--- src/rtl/addsub_pkg.sv ---
// Shared types and helpers for the byte-serial add/sub controller.
package addsub_pkg;

  localparam int unsigned BYTE_W    = 8;
  localparam int unsigned MAX_BYTES = 32;
  localparam int unsigned MAX_W     = BYTE_W * MAX_BYTES;

  typedef enum logic [1:0] {
    IDLE = 2'd0,
    RUN  = 2'd1,
    DONE = 2'd2
  } state_e;

  // Callers zero-extend their vector to MAX_W; idx must stay below MAX_BYTES.
  function automatic logic [BYTE_W-1:0] byte_of(input logic [MAX_W-1:0] vec,
                                                input int unsigned      idx);
    return vec[idx*BYTE_W +: BYTE_W];
  endfunction

endpackage

--- src/rtl/addsub_byte_sel.sv ---
// Combinational byte mux: selects byte idx of both latched operands.
module addsub_byte_sel
  import addsub_pkg::*;
#(
  parameter int unsigned NBYTES = 4
) (
  input  logic [BYTE_W*NBYTES-1:0]   opa,
  input  logic [BYTE_W*NBYTES-1:0]   opb,
  input  logic [$clog2(NBYTES)-1:0]  idx,
  output logic [BYTE_W-1:0]          a_byte,
  output logic [BYTE_W-1:0]          b_byte
);

  localparam int unsigned W = BYTE_W * NBYTES;

  logic [MAX_W-1:0] a_ext;
  logic [MAX_W-1:0] b_ext;

  always_comb begin
    a_ext        = '0;
    b_ext        = '0;
    a_ext[W-1:0] = opa;
    b_ext[W-1:0] = opb;
    a_byte       = byte_of(a_ext, 32'(idx));
    b_byte       = byte_of(b_ext, 32'(idx));
  end

endmodule

--- src/rtl/addsub_seq.sv ---
// Byte-serial NBYTES-wide add/subtract sequencer driving an external 8-bit datapath.
// Optional signed-overflow output enabled by defining ADDSUB_SEQ_OVF_EN.
module addsub_seq
  import addsub_pkg::*;
#(
  parameter int unsigned NBYTES = 4
) (
  input  logic                     clk,
  input  logic                     rst_n,
  input  logic                     start,
  input  logic                     sub,
  input  logic [BYTE_W*NBYTES-1:0] opa,
  input  logic [BYTE_W*NBYTES-1:0] opb,
  output logic                     busy,
  output logic                     done,
  output logic [BYTE_W*NBYTES-1:0] result,
  output logic                     carry,
`ifdef ADDSUB_SEQ_OVF_EN
  output logic                     ovf,
`endif
  output logic [BYTE_W-1:0]        dp_add1,
  output logic [BYTE_W-1:0]        dp_add2,
  output logic                     dp_ci,
  output logic                     dp_flag,
  output logic                     dp_flip,
  input  logic [BYTE_W-1:0]        dp_sum,
  input  logic                     dp_co
);

  localparam int unsigned W  = BYTE_W * NBYTES;
  localparam int unsigned IW = $clog2(NBYTES);
  localparam logic [IW-1:0] LAST = IW'(NBYTES - 1);

  state_e          state_q, state_d;
  logic [IW-1:0]   idx_q, idx_d;
  logic [W-1:0]    a_q, a_d;
  logic [W-1:0]    b_q, b_d;
  logic            sub_q, sub_d;
  logic            chain_q, chain_d;
  logic [W-1:0]    result_q, result_d;
  logic            carry_q, carry_d;
  logic            busy_q, busy_d;
  logic            done_q, done_d;
`ifdef ADDSUB_SEQ_OVF_EN
  logic            ovf_q, ovf_d;
`endif

  logic [BYTE_W-1:0] a_byte;
  logic [BYTE_W-1:0] b_byte;

  addsub_byte_sel #(.NBYTES(NBYTES)) u_byte_sel (
    .opa    (a_q),
    .opb    (b_q),
    .idx    (idx_q),
    .a_byte (a_byte),
    .b_byte (b_byte)
  );

  always_comb begin
    state_d  = state_q;
    idx_d    = idx_q;
    a_d      = a_q;
    b_d      = b_q;
    sub_d    = sub_q;
    chain_d  = chain_q;
    result_d = result_q;
    carry_d  = carry_q;
    busy_d   = busy_q;
    done_d   = 1'b0;
`ifdef ADDSUB_SEQ_OVF_EN
    ovf_d    = ovf_q;
`endif
    case (state_q)
      IDLE: begin
        if (start) begin
          a_d      = opa;
          b_d      = opb;
          sub_d    = sub;
          idx_d    = '0;
          chain_d  = 1'b0;
          result_d = '0;
          busy_d   = 1'b1;
          state_d  = RUN;
        end
      end
      RUN: begin
        for (int unsigned i = 0; i < NBYTES; i++) begin
          if (idx_q == IW'(i)) result_d[i*BYTE_W +: BYTE_W] = dp_sum;
        end
        chain_d = dp_co;
        if (idx_q == LAST) begin
          carry_d = dp_co;
`ifdef ADDSUB_SEQ_OVF_EN
          // Subtract overflows when operand signs differ; add when they match.
          ovf_d   = ((a_q[W-1] ^ b_q[W-1]) == sub_q) && (dp_sum[BYTE_W-1] != a_q[W-1]);
`endif
          done_d  = 1'b1;
          state_d = DONE;
        end else begin
          idx_d = idx_q + 1'b1;
        end
      end
      DONE: begin
        busy_d  = 1'b0;
        state_d = IDLE;
      end
      default: begin
        busy_d  = 1'b0;
        state_d = IDLE;
      end
    endcase
  end

  always_ff @(posedge clk) begin
    if (!rst_n) begin
      state_q  <= IDLE;
      idx_q    <= '0;
      a_q      <= '0;
      b_q      <= '0;
      sub_q    <= 1'b0;
      chain_q  <= 1'b0;
      result_q <= '0;
      carry_q  <= 1'b0;
      busy_q   <= 1'b0;
      done_q   <= 1'b0;
`ifdef ADDSUB_SEQ_OVF_EN
      ovf_q    <= 1'b0;
`endif
    end else begin
      state_q  <= state_d;
      idx_q    <= idx_d;
      a_q      <= a_d;
      b_q      <= b_d;
      sub_q    <= sub_d;
      chain_q  <= chain_d;
      result_q <= result_d;
      carry_q  <= carry_d;
      busy_q   <= busy_d;
      done_q   <= done_d;
`ifdef ADDSUB_SEQ_OVF_EN
      ovf_q    <= ovf_d;
`endif
    end
  end

  // Datapath is only claimed while RUN; it idles at zero for other users.
  always_comb begin
    dp_add1 = '0;
    dp_add2 = '0;
    dp_ci   = 1'b0;
    dp_flag = 1'b0;
    dp_flip = 1'b0;
    if (state_q == RUN) begin
      dp_add1 = a_byte;
      dp_add2 = b_byte;
      dp_ci   = chain_q;
      dp_flag = (idx_q != '0);
      dp_flip = sub_q;
    end
  end

  assign busy   = busy_q;
  assign done   = done_q;
  assign result = result_q;
  assign carry  = carry_q;
`ifdef ADDSUB_SEQ_OVF_EN
  assign ovf    = ovf_q;
`endif

endmodule

--- config.mk ---
export PLATFORM = sky130hd
export DESIGN_NAME = addsub_seq
export DESIGN_NICKNAME = d
export VERILOG_FILES = /design/src/rtl/addsub_pkg.sv /design/src/rtl/addsub_byte_sel.sv /design/src/rtl/addsub_seq.sv
export SDC_FILE = /design/constraint.sdc
export NUM_CORES = 1
export LEC_CHECK = 0
export CAP_MARGIN = 5
export CORE_ASPECT_RATIO = 1.1
export CORE_MARGIN = 2
export CORE_UTILIZATION = 41
export DETAILED_ROUTE_END_ITERATION = 12
export PLACE_DENSITY = 0.81
export SYNTH_ARGS = -nofsm -noshare
export SYNTH_HDL_FRONTEND = slang
export SYNTH_SLANG_ARGS = --single-unit
--- constraint.sdc ---
create_clock -name clk -period 2.1 [get_ports clk]
set_input_delay 0.42 -clock clk [delete_from_list [all_inputs] [get_ports clk]]
set_output_delay 0.42 -clock clk [all_outputs]
set_load 0.01 [all_outputs]
==> flow_summary_export.csv <==
group,metric,value,unit
floorplanning,ios,131,
drt,met3WireLength,596,um
hold_path,timing.hold.worst_path_depth,2,
drt,ratio_of_routed_vias_to_standard_cells,5.178,
cts,path_clk_slew,100,ps
sta,maxClockFrequency,466.0,MHz
floorplanning,die_height,110.3,um
hold_path,hold-path-endpoint,"sub_q",
drt,wirelength_met1,4.773,mm
worst_setup_path,reg2reg_slack,290,ps
pwr,power_density,659.6,mW/mm^2
worst_setup_path,crit-reg2reg-capture,"result[26]",
run,max-cap-violations,0,
cts,hold_buffers,0,
sta,tightest_slew,503.6,ps
place,dpl.hpwl,7.973,mm
floorplanning,die_w,100.6,um
place,port-buffer-count,130,
cts,cts_max_path_buffers,2,
cts,cts.sink_count,105,
final_layout,areaGrowthSynthToFinish,43.65,%
final_layout,design.final.nets,698,
synthesis,syn_avg_cell_area,8.640,sq um
final_layout,layout-drive-gt1-share,15.59,%
worst_setup_path,path_common_cell,"sky130_fd_sc_hd__buf_12",
cts,tritoncts,"done",
floorplanning,initial_utilization,42.34,%
pwr,p_comb_share,16.7,%
synthesis,post_synth_top_flop,"sky130_fd_sc_hd__dfxtp_1",
worst_setup_path,reg2reg_from,"idx_q[0]",
synthesis,post_synth_most_frequent_cells,"180 x sky130_fd_sc_hd__nand2_1, 105 x sky130_fd_sc_hd__dfxtp_1, 67 x sky130_fd_sc_hd__a21oi_1, 32 x sky130_fd_sc_hd__o22ai_1, 19 x sky130_fd_sc_hd__and2_1",
sta,grt_setup_unrepaired,"yes",
pwr,clock_power_share,29.8,%
hold_path,worstHoldStart,"sub_q",
floorplanning,design.die.area,0.01109,sq mm
synthesis,synth-xor-area-share,0,%
floorplanning,coreArea,0.009937,sq mm
cts,number_of_buffers_created_by_cts,9,
pwr,power.ir.vdd_worst,0.3073,mV
pwr,power.share.switching,25.90,%
sta,worst_clk_skew,8.831,ps
worst_setup_path,cp.required,1680,ps
worst_setup_path,critical_path_peak_fanout,5,
pwr,internal_power,2.955,mW
synthesis,synthCells,487,
worst_setup_path,worst_path_largest_cell_delay,480,ps
worst_setup_path,crit_chain,"buf_12 -> buf_12 -> mux4_2 -> and2_4 -> buf_6",
drt,detailedRoute.firstPassIterationCount,5,
drt,route.met2.wl,5.500,mm
global_route,grt_antenna_before_repair,0,
final_layout,finalInstanceArea,0.006045,sq mm
drt,vias,3847,
sta,setup_violations,8,
synthesis,combinational_family_with_the_most_area_after_synthesis,"simple AND/OR/NAND/NOR gates",
worst_setup_path,timing.critical_path.buf_inv,3,
synthesis,muxShareOfSynthArea,8.802,%
worst_setup_path,cp-start-kind,"register",
synthesis,synthesis.area,0.004208,sq mm
synthesis,yosysSeqAreaShare,49.96,%
synthesis,synth_nets,568,
synthesis,yosys.area_share.simple,21.02,%
final_layout,final.fill_count,864,
cts,htree_levels,3,
final_layout,multi_input_gate_area_in_the_final_layout,0.001952,sq mm
synthesis,synth_warnings,0,
run_status,violated_checks,"setup timing",
global_route,number_of_global_route_vias_before_repair,3626,
synthesis,synth_cell_type_count,28,
worst_setup_path,critical_path_start,"idx_q[0]",
floorplanning,fp-row-count,38,
place,gpl.final_weighted_congestion,0.8563,
drt,post_route_antenna_net_violation_count,0,
drt,post_drt_wl_per_cell,14.88,um
synthesis,yosys.cell_count.top_type,"sky130_fd_sc_hd__nand2_1",
final_layout,ff_latch_area,0.002107,sq mm
worst_setup_path,timing_worst_setup_path_type,"register to output pin",
synthesis,synth_seq_cells,105,
worst_setup_path,worstSetupEndpointType,"output pin",
pwr,seq_power_share,53.5,%
hold_path,hold_path_class,"register to register",
sta,timing.slew.headroom,66.32,%
sta,final.period_utilization,102.2,%
pwr,leakage_power,2.247,nW
run_status,run_status,"finished, violations left",
synthesis,async_flop_share,0,%
pwr,p_sw,1.033,mW
global_route,grt_max_degree,56,
place,post_dp_cell_area,0.005670,sq mm
cts,cts_root_buf,"sky130_fd_sc_hd__clkbuf_8",
synthesis,post_synth_main_area_contributors,"sky130_fd_sc_hd__dfxtp_1 50%, sky130_fd_sc_hd__nand2_1 16%, sky130_fd_sc_hd__mux4_2 8.6%",
global_route,grt_pass1_wl,17.31,mm
cts,clkLatencyLatePin,350,ps
synthesis,synth-edff-count,0,
drt,number_of_remaining_drc_errors,0,
worst_setup_path,reg2reg_depth,6,
synthesis,synth_top_area_cell,"sky130_fd_sc_hd__dfxtp_1",
sta,drv_slew,0,
worst_setup_path,slowest_stage,"sky130_fd_sc_hd__mux4_2",
sta,postLayoutSetupSlackWorst,-45.70,ps
synthesis,yosysTopAreaCellShare,49.96,%
final_layout,instances_no_fill,743,
global_route,grt_usage,19.89,%
global_route,grt_overflow,0,
worst_setup_path,arrival,1730,ps
drt,routed.top_layer,"met4",
synthesis,synth_compound_gate_area_share,14.33,%
drt,initialDrtViolationCount,201,
sta,finalCriticalPeriod,2146,ps
synthesis,synth_adder_area_share,1.189,%
worst_setup_path,worst_path_dominant_cell_family,"multiplexers",
drt,total_wire_length_after_detailed_routing,11.06,mm
sta,final_count_of_hold_timing_violations,0,
place,place.detailed.instances,717,
-- layout make-up --
cell class	count	share of cell area [%]
Multi-Input combinational cell	343	32.29
Clock buffer	11	2.505
Antenna cell	1	0.04140
Inverter	4	0.2484
Tap cell	120	2.484
Timing Repair Buffer	154	26.95
Clock inverter	5	0.6210
Sequential cell	105	34.86
-- how the worst max path moves through the flow --
stage,to,slack [ps],cells past startpoint
floorplan,dp_flag,350,5
global placement,dp_add1[1],30,4
detailed placement,dp_flag,10,5
CTS,dp_add1[4],-110,4
global route,dp_add1[2],-100,5
finish,dp_add1[0],-50,5
-- tightest hold or removal path: stages, from the launching register on --
cell and delay (ps):
sky130_fd_sc_hd__dfxtp_1 320, sky130_fd_sc_hd__nand2_1 50, sky130_fd_sc_hd__a21oi_1 50
-- cell families after synthesis --
family	after synthesis
compound gates	108
fa+ha+maj	4
buf+inv	39
flops	105
mux	17
simple gates	214
-- layer usage --
metal  vias to the layer above  GRT usage (%)
met2                       126          33.38
met3                        18          3.468
li1                       1899              -
met1                      1804          25.58
met4                         0          7.730
met5                         -              0
-- state kept, by name (all words and copies together) (netlist names) --
signal and count:
a_q 32, b_q 32, result 32, idx_q 2, state_q 2, busy 1
carry 1, chain_q 1, done 1, sub_q 1
-- cells in the final DEF, fill, tap and decap left out, types with 9 or more instances in the layout --
master	instances
sky130_fd_sc_hd__mux4_2	16
sky130_fd_sc_hd__o22ai_1	32
sky130_fd_sc_hd__a21oi_1	67
sky130_fd_sc_hd__clkbuf_8	11
sky130_fd_sc_hd__buf_12	9
sky130_fd_sc_hd__nand2_1	180
sky130_fd_sc_hd__buf_4	11
sky130_fd_sc_hd__dfxtp_1	103
sky130_fd_sc_hd__and2_4	13
sky130_fd_sc_hd__clkdlybuf4s50_1	111
sky130_fd_sc_hd__buf_6	14
-- metrics by stage --
step | setup WS (ps) | utilization (%) | TNS, ps | power (mW) | hold WS (ps)
2_1_floorplan | 349.5 | - | 0 | 2.489 | 431.7
5_1_grt | -103.8 | 60.80 | -707.7 | 4.158 | 474.7
3_3_place_gp | 31.64 | 57.06 | 0 | 2.772 | 438.7
4_1_cts | -109.6 | 59.87 | -649.1 | 4.005 | 456.9
3_5_place_dp | 12.98 | 57.06 | 0 | 2.792 | 444.1
6_report | -45.70 | 60.83 | -240.6 | 3.987 | 455.1
-- power groups by stage --
stage          clock (mW)  sequential (mW)  combinational (mW)
2_1_floorplan           0             2.17               0.320
3_3_place_gp            0             2.17               0.599
3_5_place_dp            0             2.18               0.612
4_1_cts              1.22             2.13               0.654
5_1_grt              1.29             2.15               0.725
6_report             1.19             2.13               0.667
-- timing repair --
action | in CTS | in global routing
pin swaps | 4 | 12
setup endpoints to repair | 19 | 17
gates resized for setup | 90 | 17
cloned | 2 | 0
buffers inserted | 5 | 2
Power figures use the tool's default switching activity.
